==> config.mk <==
export PLATFORM = sky130hd
export DESIGN_NAME = watch_mode_ctrl
export DESIGN_NICKNAME = d
export VERILOG_FILES = /design/src/rtl/watch_mode_ctrl.sv
export SDC_FILE = /design/constraint.sdc
export NUM_CORES = 1
export LEC_CHECK = 0
export ABC_AREA = 1
export CORE_ASPECT_RATIO = 0.9
export CORE_MARGIN = 4
export CORE_UTILIZATION = 40
export CTS_BUF_LIST = sky130_fd_sc_hd__clkbuf_4 sky130_fd_sc_hd__clkbuf_8
export CTS_CLUSTER_SIZE = 12
export DETAILED_ROUTE_END_ITERATION = 10
export DONT_BUFFER_PORTS = 1
export HOLD_SLACK_MARGIN = 0.1
export PLACE_DENSITY = 0.62
export RECOVER_POWER = 50
export SLEW_MARGIN = 20
export SYNTH_ARGS = -nofsm -noshare
export SYNTH_HDL_FRONTEND = slang
export SYNTH_SLANG_ARGS = --single-unit
==> constraint.sdc <==
create_clock -name i_uclock -period 2.9 [get_ports i_uclock]
set_clock_uncertainty 0.2 [all_clocks]
set_input_delay 0.58 -clock i_uclock [delete_from_list [all_inputs] [get_ports i_uclock]]
set_output_delay 0.58 -clock i_uclock [all_outputs]
set_load 0.05 [all_outputs]
==> src/rtl/watch_mode_ctrl.sv <==
// watch_mode_ctrl
//   Mode and time-set sequencer for the wristwatch. It decodes debounced
//   button pulses into a four-state mode machine (CLOCK / STOPWATCH / SET_HR /
//   SET_MIN). It drives the stopwatch run/clear controls and issues hour/minute
//   increment pulses, with auto-repeat while the increment button is held. It
//   also produces a digit-blink mask for the field being set.
//
// Ports
//   i_uclock       system clock, rising edge
//   i_reset        synchronous active-high reset
//   i_mode_down    one-cycle pulse, mode button
//   i_set_down     one-cycle pulse, set/clear button
//   i_inc_down     one-cycle pulse, increment button
//   i_inc_held     debounced level of the increment button
//   i_start_down   one-cycle pulse, start/stop button
//   o_disp_sel     0 = time-of-day digits, 1 = stopwatch digits
//   o_sw_run       stopwatch count enable
//   o_sw_clear     one-cycle pulse, zero the stopwatch
//   o_hr_inc       one-cycle pulse, advance hours
//   o_min_inc      one-cycle pulse, advance minutes
//   o_clk_hold     freeze time-of-day counting while setting
//   o_blank[3:0]   per-digit blanking mask
//   o_mode[1:0]    0 CLOCK, 1 STOPWATCH, 2 SET_HR, 3 SET_MIN
module watch_mode_ctrl #(
  parameter int REPEAT_DELAY = 25_000_000,
  parameter int REPEAT_RATE  = 5_000_000,
  parameter int TIMEOUT      = 500_000_000,
  parameter int BLINK_HALF   = 12_500_000,
  parameter int CNT_W        = 29
) (
  input  logic       i_uclock,
  input  logic       i_reset,
  input  logic       i_mode_down,
  input  logic       i_set_down,
  input  logic       i_inc_down,
  input  logic       i_inc_held,
  input  logic       i_start_down,
  output logic       o_disp_sel,
  output logic       o_sw_run,
  output logic       o_sw_clear,
  output logic       o_hr_inc,
  output logic       o_min_inc,
  output logic       o_clk_hold,
  output logic [3:0] o_blank,
  output logic [1:0] o_mode
);

  localparam logic [1:0] S_CLOCK   = 2'd0;
  localparam logic [1:0] S_SW      = 2'd1;
  localparam logic [1:0] S_SET_HR  = 2'd2;
  localparam logic [1:0] S_SET_MIN = 2'd3;

  localparam logic [CNT_W-1:0] L_ZERO = CNT_W'(0);
  localparam logic [CNT_W-1:0] L_ONE  = CNT_W'(1);
  localparam logic [CNT_W-1:0] L_RD   = CNT_W'(REPEAT_DELAY - 1);
  localparam logic [CNT_W-1:0] L_RR   = CNT_W'(REPEAT_RATE - 1);
  localparam logic [CNT_W-1:0] L_TO   = CNT_W'(TIMEOUT - 1);
  localparam logic [CNT_W-1:0] L_BH   = CNT_W'(BLINK_HALF - 1);

  logic [1:0]       r_mode;
  logic [1:0]       w_mode_nxt;
  logic [CNT_W-1:0] r_rep_cnt, w_rep_cnt_nxt;
  logic             r_rep_act, w_rep_act_nxt;
  logic [CNT_W-1:0] r_to_cnt, w_to_cnt_nxt;
  logic [CNT_W-1:0] r_blk_cnt, w_blk_cnt_nxt;
  logic             r_phase, w_phase_nxt;
  logic             w_inc_fire;
  logic [3:0]       w_blank_nxt;
  logic             w_run_nxt;
  logic             w_clear_nxt;

  // One honoured event per cycle: mode > set > inc > start.
  logic w_ev_mode, w_ev_set, w_ev_inc, w_ev_start, w_any_down;
  assign w_ev_mode  = i_mode_down;
  assign w_ev_set   = i_set_down & ~i_mode_down;
  assign w_ev_inc   = i_inc_down & ~i_mode_down & ~i_set_down;
  assign w_ev_start = i_start_down & ~i_mode_down & ~i_set_down & ~i_inc_down;
  assign w_any_down = i_mode_down | i_set_down | i_inc_down | i_start_down;

  logic w_in_set, w_nxt_set, w_stay_set, w_entry, w_timeout;
  assign w_in_set   = r_mode[1];
  assign w_nxt_set  = w_mode_nxt[1];
  assign w_stay_set = w_in_set & (w_mode_nxt == r_mode);
  assign w_entry    = w_nxt_set & (w_mode_nxt != r_mode);
  // Any activity this cycle restarts the idle count instead of timing out.
  assign w_timeout  = w_in_set & (r_to_cnt == L_TO) & ~w_any_down & ~i_inc_held;

  assign o_mode = r_mode;

  // State register
  always_ff @(posedge i_uclock) begin
    if (i_reset) begin
      r_mode <= S_CLOCK;
    end else begin
      r_mode <= w_mode_nxt;
    end
  end

  // Next-state decode
  always_comb begin
    w_mode_nxt = r_mode;
    case (r_mode)
      S_CLOCK: begin
        if (w_ev_mode)     w_mode_nxt = S_SW;
        else if (w_ev_set) w_mode_nxt = S_SET_HR;
        else               w_mode_nxt = S_CLOCK;
      end
      S_SW: begin
        if (w_ev_mode) w_mode_nxt = S_CLOCK;
        else           w_mode_nxt = S_SW;
      end
      S_SET_HR: begin
        if (w_ev_mode)      w_mode_nxt = S_CLOCK;
        else if (w_ev_set)  w_mode_nxt = S_SET_MIN;
        else if (w_timeout) w_mode_nxt = S_CLOCK;
        else                w_mode_nxt = S_SET_HR;
      end
      S_SET_MIN: begin
        if (w_ev_mode | w_ev_set | w_timeout) w_mode_nxt = S_CLOCK;
        else                                  w_mode_nxt = S_SET_MIN;
      end
      default: w_mode_nxt = S_CLOCK;
    endcase
  end

  // Output / counter next values
  always_comb begin
    w_inc_fire    = 1'b0;
    w_rep_cnt_nxt = r_rep_cnt;
    w_rep_act_nxt = r_rep_act;
    // Auto-repeat: a state change always cancels, so a repeat tick never
    // lands in the state being left.
    if (!w_stay_set) begin
      w_rep_cnt_nxt = L_ZERO;
      w_rep_act_nxt = 1'b0;
    end else if (w_ev_inc) begin
      w_inc_fire    = 1'b1;
      w_rep_cnt_nxt = L_RD;
      w_rep_act_nxt = 1'b1;
    end else if (!i_inc_held) begin
      w_rep_cnt_nxt = L_ZERO;
      w_rep_act_nxt = 1'b0;
    end else if (r_rep_act) begin
      if (r_rep_cnt == L_ZERO) begin
        w_inc_fire    = 1'b1;
        w_rep_cnt_nxt = L_RR;
      end else begin
        w_rep_cnt_nxt = r_rep_cnt - L_ONE;
      end
    end else begin
      w_rep_cnt_nxt = r_rep_cnt;
    end

    // Idle timeout counter saturates at TIMEOUT-1.
    if (!w_nxt_set) begin
      w_to_cnt_nxt = L_ZERO;
    end else if (w_entry | w_any_down | i_inc_held) begin
      w_to_cnt_nxt = L_ZERO;
    end else if (r_to_cnt != L_TO) begin
      w_to_cnt_nxt = r_to_cnt + L_ONE;
    end else begin
      w_to_cnt_nxt = r_to_cnt;
    end

    // Blink restarts visible on entry and on each increment for feedback.
    if (!w_nxt_set) begin
      w_blk_cnt_nxt = L_ZERO;
      w_phase_nxt   = 1'b0;
    end else if (w_entry | w_inc_fire) begin
      w_blk_cnt_nxt = L_ZERO;
      w_phase_nxt   = 1'b0;
    end else if (r_blk_cnt == L_BH) begin
      w_blk_cnt_nxt = L_ZERO;
      w_phase_nxt   = ~r_phase;
    end else begin
      w_blk_cnt_nxt = r_blk_cnt + L_ONE;
      w_phase_nxt   = r_phase;
    end

    case (w_mode_nxt)
      S_SET_HR:  w_blank_nxt = {w_phase_nxt, w_phase_nxt, 2'b00};
      S_SET_MIN: w_blank_nxt = {2'b00, w_phase_nxt, w_phase_nxt};
      default:   w_blank_nxt = 4'b0000;
    endcase

    w_run_nxt   = r_sw_run_toggle();
    w_clear_nxt = w_ev_set & (r_mode == S_SW) & ~o_sw_run;
  end

  function automatic logic r_sw_run_toggle();
    return o_sw_run ^ (w_ev_start & (r_mode == S_SW));
  endfunction

  // Registered outputs and counters
  always_ff @(posedge i_uclock) begin
    if (i_reset) begin
      r_rep_cnt  <= L_ZERO;
      r_rep_act  <= 1'b0;
      r_to_cnt   <= L_ZERO;
      r_blk_cnt  <= L_ZERO;
      r_phase    <= 1'b0;
      o_disp_sel <= 1'b0;
      o_sw_run   <= 1'b0;
      o_sw_clear <= 1'b0;
      o_hr_inc   <= 1'b0;
      o_min_inc  <= 1'b0;
      o_clk_hold <= 1'b0;
      o_blank    <= 4'b0000;
    end else begin
      r_rep_cnt  <= w_rep_cnt_nxt;
      r_rep_act  <= w_rep_act_nxt;
      r_to_cnt   <= w_to_cnt_nxt;
      r_blk_cnt  <= w_blk_cnt_nxt;
      r_phase    <= w_phase_nxt;
      o_disp_sel <= (w_mode_nxt == S_SW);
      o_sw_run   <= w_run_nxt;
      o_sw_clear <= w_clear_nxt;
      o_hr_inc   <= w_inc_fire & (r_mode == S_SET_HR);
      o_min_inc  <= w_inc_fire & (r_mode == S_SET_MIN);
      o_clk_hold <= w_nxt_set;
      o_blank    <= w_blank_nxt;
    end
  end

endmodule

==> results.md <==
- The final critical-path share of the clock period is between 80 and 90%.
- The cell with the most instances on the worst path is sky130_fd_sc_hd__nand3_1.
- Timing analysis after detailed placement gives a worst setup slack of about 470 ps.
- The share of the synthesized netlist area taken by xor and xnor gates is about 7.9%.
- For the pin with the worst max-slew slack, the measured transition is approximately 1200 ps.
- No sink is reached through more buffers than the 2 on the longest clock path.
- After synthesis, the share of flip-flops with an asynchronous set or reset is 0%.
- The sort of element at the end of the critical path is a flop.
- The finished cells cover 5770 um2.
- The number of top-level pins is 19.
- CTS placed an instance of sky130_fd_sc_hd__clkbuf_8 at the clock tree root.
- In the synthesized netlist, mux cells make up 0% of the area.
- Summed over all cells, the static leakage comes to approximately 2.1 nW.
- The number of nets at the end of the flow is 823.
- After legalization and detailed placement, the total HPWL measured 9.59 mm.
- Summing the areas of all compound-gate instances in the mapped netlist gives approximately 5.4% of the synthesized area.
- In this run the vertical extent of the chip is between 100 and 150 um.
- The final count of pins violating max slew is 0.
- Max-cap violations in this run came to 0.
- The source-to-sink clock delay at the later pin of the worst-skew pair is 380 ps.
- The count of input and output buffers is 0.
- IR analysis of the VDD net gives a maximum drop of around 0.21 mV.
- For this design the ratio of total power to cell area is a little over 400 nW/um2.
- Global routing finished with a remaining overflow of 0.
- The required time of the worst setup path is 2970 ps.
- The biggest area contributor in the post-synthesis netlist is sky130_fd_sc_hd__dfxtp_1.
- Setup slack on the critical path of the routed design comes to 349 ps.
- The cell count after synthesis came out at ~800.
- The largest stage delay on the critical path is between 300 and 400 ps.
- The number of global-route vias before repair is between 4k and 5k.
- After detailed routing, the wire length on met1 is approximately 6.3 mm.
- The clock edge transition at the registers on the reported setup and hold paths is about 90 ps.
- The die is ~130 um wide.
- Setup repair after global routing left no endpoint under its margin.
- The fraction of the mapped netlist area in adder cells is less than 1%.
- The count of standard-cell rows is 40.
- The final weighted congestion in routability-driven placement is 0.936.
- STA classifies the critical path startpoint as a flop.
- The average wire length per cell after detail routing is between 10 and 15 um.
- The worst slew margin relative to its limit is between 20 and 25%.
- The sum of met3 wire segment lengths after detailed routing is between 600 and 700 um.
- After synthesis, the netlist uses 38 different library cells.
- The number of antenna violations at the first check in global routing came to 0.
- The routed design could run at a clock period as short as ~2600 ps.
- STA puts the critical path data arrival time at 2620 ps.
- The flow ran to the end, and the final reports show no timing, DRC or antenna violations.
- The fraction of layout instances using a drive strength above 1 is 7.71%.
- The detailed route wirelength on metal2 is 5.46 mm.
- Wires add up to 12.6 mm.
- The number of routed nets with antenna violations is 0.
- For this design, the sink count on the clock tree is between 90 and 100.
- The standard cell area after detailed placement is ~5600 um2.
- sky130_fd_sc_hd__nand2_1 is the most common cell in the netlist.
- Counting instances in the post-synthesis netlist gives the leading cell types as 149 x sky130_fd_sc_hd__nand2_1, 144 x sky130_fd_sc_hd__nor2_1, 111 x sky130_fd_sc_hd__inv_1.
- Of the total synthesized cell area, the portion taken by AND, OR, NAND and NOR gates is roughly 39%.
- In this run the worst path has a maximum fanout of 13.
- Compared with the post-synthesis result, the final layout area differs by 6.63%.
- The overall routing resource usage is between 10% and 20%.
- Entering global routing, the biggest net connects 30 pins.
- For this run, the register share of the synthesized area comes to a little over a third.
- The number of buffers created by CTS is 9.
- The DRC marker count from the first detailed-route iteration is roughly 350.
- The number of vias per cell after detailed routing is 5.00.
- The final setup violation count is 0.
- The clock tree from TritonCTS is built.
- For this design, the slowest cell found on the critical path is sky130_fd_sc_hd__dfxtp_1.
- The post-synthesis instance area is 5410 um2.
- The critical path goes through ha_1 > inv_2 > nor2_4 > nand2_2 > nor2_4 > nand3_1 > nand2_1 > nand3_1 > nand3_1 > buf_4 > nor2_1 > nand2_2 > nor2_1.
- Static timing analysis puts the maximum clock frequency at between 0.3 and 0.4 GHz.
- In the synthesized netlist the dominant register cell turns out to be sky130_fd_sc_hd__dfxtp_1.
- The core region is around 13000 um2.
- The initial utilization of the core area, before any placement, comes to about two fifths.
- By area the synthesized netlist is led by sky130_fd_sc_hd__dfxtp_1 36%, sky130_fd_sc_hd__nand2_1 10%, sky130_fd_sc_hd__nor2_1 10%, sky130_fd_sc_hd__inv_1 7.7%, sky130_fd_sc_hd__xor2_1 5.2%.
- Cells fill between 40% and 50% of the core in the end.
- The first global-routing pass estimated about 21 mm of wire.
- After synthesis, the largest family of logic cells by area is simple AND/OR/NAND/NOR gates.
- In the final timing run, aggregate negative setup slack is 0 ps.
- Summing internal, switching and leakage power gives roughly 2.4 mW.
- The final hold violation count was 0.
- The post-synth net total is 814.
- For this run, design rule violations remaining after detail routing come to 0.
- Of the post-synthesis cell area, the dominant cell type holds between 30 and 40%.
- The detailed router used layers up to and including met4.
- The synthesized area divided by synthesized cell count is ~6.7 um2.
- The first-pass iteration count of the detailed router is 5.
- The count of flip-flops with a built-in enable after synthesis is 0.
- The critical path in this run is classified as flop to flop.
- The die covers 15500 um2.
- The H-tree level count is 3.
- The detailed router placed 4926 vias in this run.
- The number of warning messages in the yosys log is 0.
- After filler insertion, the fill cell instance count of the layout stands at roughly 1.4k.
- The worst hold-check path type is input port to flop.
- 0 antenna diodes ended up in the layout.
- The number of setup buffers added after CTS is 0.
- The synthesized design contains between 90 and 100 register bits.
critical path, delay by kind of cell, from the launching register on:
| kind | cells | cell delay, ps |
|---|---|---|
| buffers and inverters | 2 | 290 |
| adder cells (fa/ha/maj) | 1 | 270 |
| flip-flops | 1 | 390 |
| AND/OR/NAND/NOR | 10 | 1290 |
report_power, final:
part	total [mW]	switching, mW	leakage [nW]	internal, mW
logic	0.0645	0.0500	1.19	0.0145
clock network	0.933	0.477	0.110	0.456
registers	1.36	0.0120	0.790	1.35
total	2.36	0.539	2.09	1.82
cell usage in the layout, fill, tap and decap left out, drive strengths merged, types with 10 or more instances in the layout:
cell type  synthesis  final
nor3              33     33
inv              122    123
a31oi             10     10
xor2              32     32
nand3             58     58
dfxtp             98     98
nand2            157    157
clkbuf             0     18
a21oi             29     29
xnor2             17     17
nor4              16     16
o21ai             10     10
nor2             162    162
nand4             27     27
registers in the layout, summed over array words and instances, names as in the netlist:
name,flops
r_to_cnt,29
r_phase,1
o_blank,2
r_rep_cnt,29
o_mode,2
o_sw_clear,1
r_rep_act,1
r_blk_cnt,29
o_hr_inc,1
o_disp_sel,1
o_min_inc,1
o_sw_run,1
kinds of logic after synthesis:
family	count (synthesis)
simple gates	464
buf+inv	135
flops	98
compound gates	53
xor+xnor	49
fa+ha+maj	4
per-stage QoR:
stage / instances / hold slack [ps]
after CTS: 985 / 168
after global routing: 985 / 186
after global placement: 968 / 253
after floorplan: 803 / 229
after detailed placement: 968 / 255
final: 985 / 191
area by class of cell:
cell class	count	area (um2)	share of cell area, %
clock buffers	12	159	2.75
clock inverters	4	48.8	0.845
inverters	124	465	8.06
multi-input cells	570	2870	49.8
flip-flops and latches	98	1960	34.0
well taps	168	210	3.64
repair buffers	9	52.6	0.910
what timing repair did:
action	4_1_cts	5_1_grt
hold buffers	1	0
resized for setup	0	0
endpoints found under the hold margin	4	0
layer usage:
metal,GRT usage (%),up-vias
met2,25.9,110
met4,4.37,0
met3,4.34,15
li1,-,2581
met1,23.2,2220
met5,0,-
worst paths after layout:
| check | cells after the start | slack [ps] | endpoint | from |
|---|---|---|---|---|
| setup / recovery | 13 | 350 | r_rep_cnt[23] | r_to_cnt[0] |
| setup reg to reg | 13 | 350 | r_rep_cnt[23] | r_to_cnt[0] |
| hold / removal | 3 | 190 | o_mode[1] | i_reset |
| hold reg to reg | 1 | 280 | r_blk_cnt[0] | r_blk_cnt[0] |
Power figures use the tool's default switching activity.
